$ cat config.mk
export PLATFORM = sky130hd
export DESIGN_NAME = pipe_ctrl
export DESIGN_NICKNAME = d
export VERILOG_FILES = /design/src/rtl/pipe_ctrl_pkg.sv /design/src/rtl/pipe_ctrl_mc_down_counter.sv /design/src/rtl/pipe_ctrl.sv
export SDC_FILE = /design/constraint.sdc
export NUM_CORES = 1
export LEC_CHECK = 0
export CAP_MARGIN = 20
export CORE_AREA = 2 2 78 80
export CTS_CLUSTER_DIAMETER = 120
export DETAILED_ROUTE_END_ITERATION = 6
export DIE_AREA = 0 0 80 82
export PLACE_DENSITY = 0.84
export SETUP_SLACK_MARGIN = 0.02
export SKIP_CTS_REPAIR_TIMING = 1
export SLEW_MARGIN = 5
export SYNTH_ARGS = -nofsm -noshare
export SYNTH_HDL_FRONTEND = slang
export SYNTH_SLANG_ARGS = --single-unit
$ cat constraint.sdc
create_clock -name clk -period 2.3 [get_ports clk]
set_input_delay 0.23 -clock clk [delete_from_list [all_inputs] [get_ports clk]]
set_output_delay 0.23 -clock clk [all_outputs]
set_load 0.02 [all_outputs]
$ cat src/rtl/pipe_ctrl_pkg.sv
// Shared types and constants for the pipeline stall/flush controller.
// Stall-bus encodings, FSM state enum and the per-state stall decode helper.
package pipe_ctrl_pkg;

   typedef logic [5:0] stall_bus_t;

   localparam stall_bus_t STALL_NONE = 6'b000000;
   localparam stall_bus_t STALL_ID   = 6'b000111;
   localparam stall_bus_t STALL_EX   = 6'b001111;

   typedef enum logic [1:0] {
      PCTRL_IDLE    = 2'd0,
      PCTRL_MC_RUN  = 2'd1,
      PCTRL_MC_DONE = 2'd2,
      PCTRL_FLUSH   = 2'd3
   } pctrl_state_e;

   // A running multi-cycle op already holds PC..EX, so a load-use request adds nothing.
   function automatic stall_bus_t stall_for_state(input pctrl_state_e state, input logic stallreq_id);
      stall_bus_t s;
      s = STALL_NONE;
      case (state)
         PCTRL_MC_RUN:                s = STALL_EX;
         PCTRL_IDLE, PCTRL_MC_DONE:   s = stallreq_id ? STALL_ID : STALL_NONE;
         default:                     s = STALL_NONE;
      endcase
      return s;
   endfunction

endpackage

$ cat src/rtl/pipe_ctrl_mc_down_counter.sv
// Loadable down-counter sequencing EX multi-cycle ops; stops at 1 and never wraps.
module pipe_ctrl_mc_down_counter #(
   parameter int W = 6
) (
   input  logic         clk,
   input  logic         rst,
   input  logic         load,
   input  logic [W-1:0] load_val,
   input  logic         dec,
   output logic [W-1:0] count,
   output logic         at_one
);

   logic [W-1:0] count_q, count_d;

   // NOTE: every always_comb output gets a default first so no latch is inferred.
   always_comb begin
      count_d = count_q;
      if (load)
         count_d = load_val;
      else if (dec && count_q > W'(1))
         count_d = count_q - W'(1);
   end

   // NOTE: sequential state uses non-blocking assignments only.
   always_ff @(posedge clk or negedge rst) begin
      if (!rst) count_q <= '0;
      else      count_q <= count_d;
   end

   assign count  = count_q;
   assign at_one = (count_q == W'(1));

endmodule

$ cat src/rtl/pipe_ctrl.sv
// Pipeline stall/flush controller: load-use stalls, EX multi-cycle sequencing, exception flush.
// Optional stall-cycle performance counter built when PIPE_CTRL_PERF_EN is defined.
module pipe_ctrl
   import pipe_ctrl_pkg::*;
#(
   parameter int CNT_W  = 6,
   parameter int ADDR_W = 32
) (
   input  logic              clk,
   input  logic              rst,
   input  logic              stallreq_id,
   input  logic              ex_mc_start,
   input  logic [CNT_W-1:0]  ex_mc_len,
   input  logic              excp_req,
   input  logic [ADDR_W-1:0] excp_pc,
   output logic [5:0]        stall,
   output logic              flush,
   output logic [ADDR_W-1:0] new_pc,
   output logic              mc_done,
   output logic              busy,
   output logic [31:0]       stall_cycles
);

   pctrl_state_e      state_q, state_d;
   logic [ADDR_W-1:0] new_pc_q, new_pc_d;
   logic              cnt_load, cnt_dec, cnt_at_one;
   logic [CNT_W-1:0]  cnt_load_val, cnt_value;

   pipe_ctrl_mc_down_counter #(.W(CNT_W)) u_mc_cnt (
      .clk      (clk),
      .rst      (rst),
      .load     (cnt_load),
      .load_val (cnt_load_val),
      .dec      (cnt_dec),
      .count    (cnt_value),
      .at_one   (cnt_at_one)
   );

   always_comb begin
      state_d      = state_q;
      new_pc_d     = new_pc_q;
      cnt_load     = 1'b0;
      cnt_load_val = '0;
      cnt_dec      = 1'b0;
      case (state_q)
         PCTRL_IDLE: begin
            if (excp_req) begin
               state_d  = PCTRL_FLUSH;
               new_pc_d = excp_pc;
            end else if (ex_mc_start) begin
               // len 0 and 1 both finish in the issue cycle itself.
               if (ex_mc_len >= CNT_W'(2)) begin
                  state_d      = PCTRL_MC_RUN;
                  cnt_load     = 1'b1;
                  cnt_load_val = ex_mc_len - CNT_W'(1);
               end else begin
                  state_d = PCTRL_MC_DONE;
               end
            end
         end
         PCTRL_MC_RUN: begin
            if (excp_req) begin
               state_d  = PCTRL_FLUSH;
               new_pc_d = excp_pc;
               cnt_load = 1'b1;
            end else if (cnt_at_one) begin
               state_d = PCTRL_MC_DONE;
            end else begin
               cnt_dec = 1'b1;
            end
         end
         PCTRL_MC_DONE: begin
            if (excp_req) begin
               state_d  = PCTRL_FLUSH;
               new_pc_d = excp_pc;
            end else begin
               state_d = PCTRL_IDLE;
            end
         end
         default: state_d = PCTRL_IDLE;
      endcase
   end

   always_ff @(posedge clk or negedge rst) begin
      if (!rst) begin
         state_q  <= PCTRL_IDLE;
         new_pc_q <= '0;
      end else begin
         state_q  <= state_d;
         new_pc_q <= new_pc_d;
      end
   end

   // Stall is forced low while reset is held so downstream regs see a quiet bus.
   assign stall   = rst ? stall_for_state(state_q, stallreq_id) : STALL_NONE;
   assign flush   = (state_q == PCTRL_FLUSH);
   assign new_pc  = new_pc_q;
   assign mc_done = (state_q == PCTRL_MC_DONE);
   assign busy    = (state_q != PCTRL_IDLE);

`ifdef PIPE_CTRL_PERF_EN
   logic [31:0] perf_q, perf_d;

   always_comb begin
      perf_d = perf_q;
      if (stall != STALL_NONE && perf_q != 32'hFFFF_FFFF)
         perf_d = perf_q + 32'd1;
   end

   always_ff @(posedge clk or negedge rst) begin
      if (!rst) perf_q <= '0;
      else      perf_q <= perf_d;
   end

   assign stall_cycles = perf_q;
`else
   assign stall_cycles = 32'h0;
`endif

endmodule

==> impl_results.md <==
- Post-Synthesis Cells: between 150 and 200
- Async S/R FF share, synth: 100%
- Nets: 321
- Achievable Freq: about 0.47 GHz
- Ant. Diodes: 0
- Via count: roughly 1,700
- Die Width: 80 um
- Clk slew on worst S/H paths: roughly 0.080 ns
- Final Hold Violating Endpoints: 0
- Die Area: ~6600 um^2
- Via density: 4.72
- Placed Cells: ~340
- Crit path cell chain: nor2b_1 -> o21a_1 -> clkdlybuf4s50_1
- Maximum vdd drop: 0.717 mV
- Initial Util: 38.3%
- Outcome: complete, no violations
- Number of port buffers: 81
- RSZ-0062 raised after global routing: no
- Most used DFF post-synth: dfrtp_1
- MaxCap Viol Count: 0
- Setup crit start kind: register
- Die H: 82 um
- Root buffer cell: clkbuf_8
- Antenna violations before repair: 0
- Family with the most delay on the worst path: buffers and inverters
- Final TNS setup: 0 ns
- Skew-Pair Late Insertion Delay: 0.29 ns
- Syn avg cell area: around 12 um^2
- Worst hold slack: about 0.30 ns
- Register area share after synthesis: about 46%
- Site Rows: 28
- Final WL: about 4800 um
- PD cells: approximately 1200 nW/um^2
- Slowest CP cell: clkdlybuf4s50_1
- Yosys cell types: 46
- Vias in the first global route: roughly 1,600
- First-pass GRT wire length: approximately 7500 um
- Leak: around 0.0013 uW
- Reg2reg start: u_mc_cnt.count[0]$_DFFE_PN0P_
- Final Non-Filler Cells: 350
- Worst min path class: in -> async
- Antenna viol nets, final: 0
- H-tree depth: 2
- Initial detailed-routing violation count: 42
- Clk buf depth: 2
- Filler Cell Count: about 500
- R2R Setup Slk: about 0.32 ns
- Post-Syn Area: ~2200 um^2
- Layout Skew: 0.00847 ns
- Critical path's largest stage delay: about 0.63 ns
- Number of synthesized flops with an enable pin: 0
- CP max FO: 11
- Setup CP Type: reg -> out
- Per-cell routed wire length: approximately 14 um
- Min Tclk post-route: 2.11 ns
- R2R cell count: 6
- CORE AREA: 5750 um^2
- Fin crit share: between 90% and 100%
- Warnings, synthesis: 0
- Worst R2R End: u_mc_cnt.count[5]$_DFFE_PN0P_
- Ports: approximately 120
- Remaining DRCs: 0
- Sequential Area: around 1000 um^2
- Crit path capture type: output pin
- Clock Sinks: 40
- Register bit count reported by yosys: 40
- Required @ worst endpoint: approximately 2.1 ns
- Critical path depth in cells: 3
- Worst endpoint data arrival time: between 1.5 and 2 ns
- Largest net degree at the start of global routing: 39
- Num CTS Buffers: 5
- DP HPWL: ~3700 um
- Pre-antenna DRT Iters: 4
- CTS tree: yes
- Grt total ovfl: 0
- # setup viols final: 0
- Multi-input gate area: approximately 1000 um^2
- CP bufs+invs: 1
- Share of post-route cells with drive strength above 1: between 20% and 30%
- Slew Viols, Final: 0
- Total GRT Usage: 14.7%
- Crit path capture: stall[2]
- RD Place Congestion: just under 0.8
- Tot Pwr: 3580 uW
- CP Launch Point: state_q[0]$_DFFE_PN0P_
- Layout area overhead: 39.9%
==> flip-flops by register name, summed over array words and instances (netlist names) <==
name,flops
u_mc_cnt.count,6
state_q,2
new_pc,32
==> worst min-delay path by stage <==
stage | cells past startpoint | endpoint | slack, ns | start
final | 2 | state_q[1]$_DFFE_PN0P_ | 0.30 | rst
after global routing | 2 | state_q[0]$_DFFE_PN0P_ | 0.29 | rst
after CTS | 1 | state_q[1]$_DFFE_PN0P_ | -0.27 | rst
after detailed placement | 1 | state_q[1]$_DFFE_PN0P_ | 0.04 | rst
after global placement | 1 | state_q[1]$_DFFE_PN0P_ | 0.05 | rst
after floorplan | 0 | new_pc[0]$_DFFE_PN0P_ | -0.07 | rst
==> cells in the final DEF, fill, tap and decap left out, types with 3 or more instances in the layout <==
master	Yosys	routed
dfrtp_1	40	40
nand2_1	3	3
nor2_1	6	5
a211oi_1	4	4
inv_1	6	6
clkbuf_8	0	5
buf_4	36	4
mux2_2	32	32
clkdlybuf4s50_1	0	80
conb_1	1	34
nor3b_1	3	3
nor2b_1	4	4
nor4_1	6	6
ha_1	4	4
==> cell usage after synthesis, types with 2 or more instances <==
cell	count	area share, %
and2_1	2	0.57
ha_1	4	2.3
a221oi_1	2	0.80
nor2_1	6	1.0
buf_2	4	0.91
a211oi_1	4	1.4
xor2_1	2	0.80
nor2b_1	4	1.1
or2_2	2	0.57
nor4_1	6	1.7
inv_1	6	1.0
mux2_2	32	16
nand2_1	3	0.51
o21a_1	2	0.68
dfrtp_1	40	46
nand3_1	2	0.46
nor3b_1	3	1.0
o32a_1	2	0.91
buf_4	36	12
==> routing by layer <==
metal	up-vias	GRT usage, %	part of all wire (%)
met1	786	16.8	41
met2	97	24.0	47
met4	0	4.07	0.56
met3	2	7.80	12
li1	768	-	-
met5	-	0	0
==> worst reg2reg max path: cells and delay by family (launching register included) <==
kind	cells	cell delay [ns]
AOI/OAI and AO/OA	2	0.71
buffers and inverters	1	0.06
adders and majority gates	1	0.25
and+or+nand+nor	2	0.45
DFF	1	0.41
==> cells by family after synthesis <==
logic type,synth area share (%)
buffers and inverters,14.6
flip-flops,45.5
AND/OR/NAND/NOR,10.4
multiplexers,16.8
AO/OA/AOI/OAI,9.04
adder cells (fa/ha/maj),2.28
XOR/XNOR,1.19
other,0.170
==> final cells by class <==
cell class | instances | area share [%]
flip-flops and latches | 40 | 32.5
inverters | 6 | 0.732
multi-input cells | 134 | 32.7
clock inverters | 2 | 0.529
well taps | 75 | 3.05
clock buffers | 6 | 2.36
repair buffers | 87 | 28.1
==> power breakdown <==
group	switching, uW	internal, uW
combinational	924	989
clock	252	216
sequential	201	995
==> metrics by stage <==
stage	worst slack [ns]	util [%]	instance area, um^2
floorplan	0.527	-	2320
global placement	0.139	51.8	2980
detailed placement	0.0456	51.8	2980
CTS	0.148	53.4	3070
global route	0.0779	53.5	3080
finish	0.191	53.5	3080
Power figures use the tool's default switching activity.
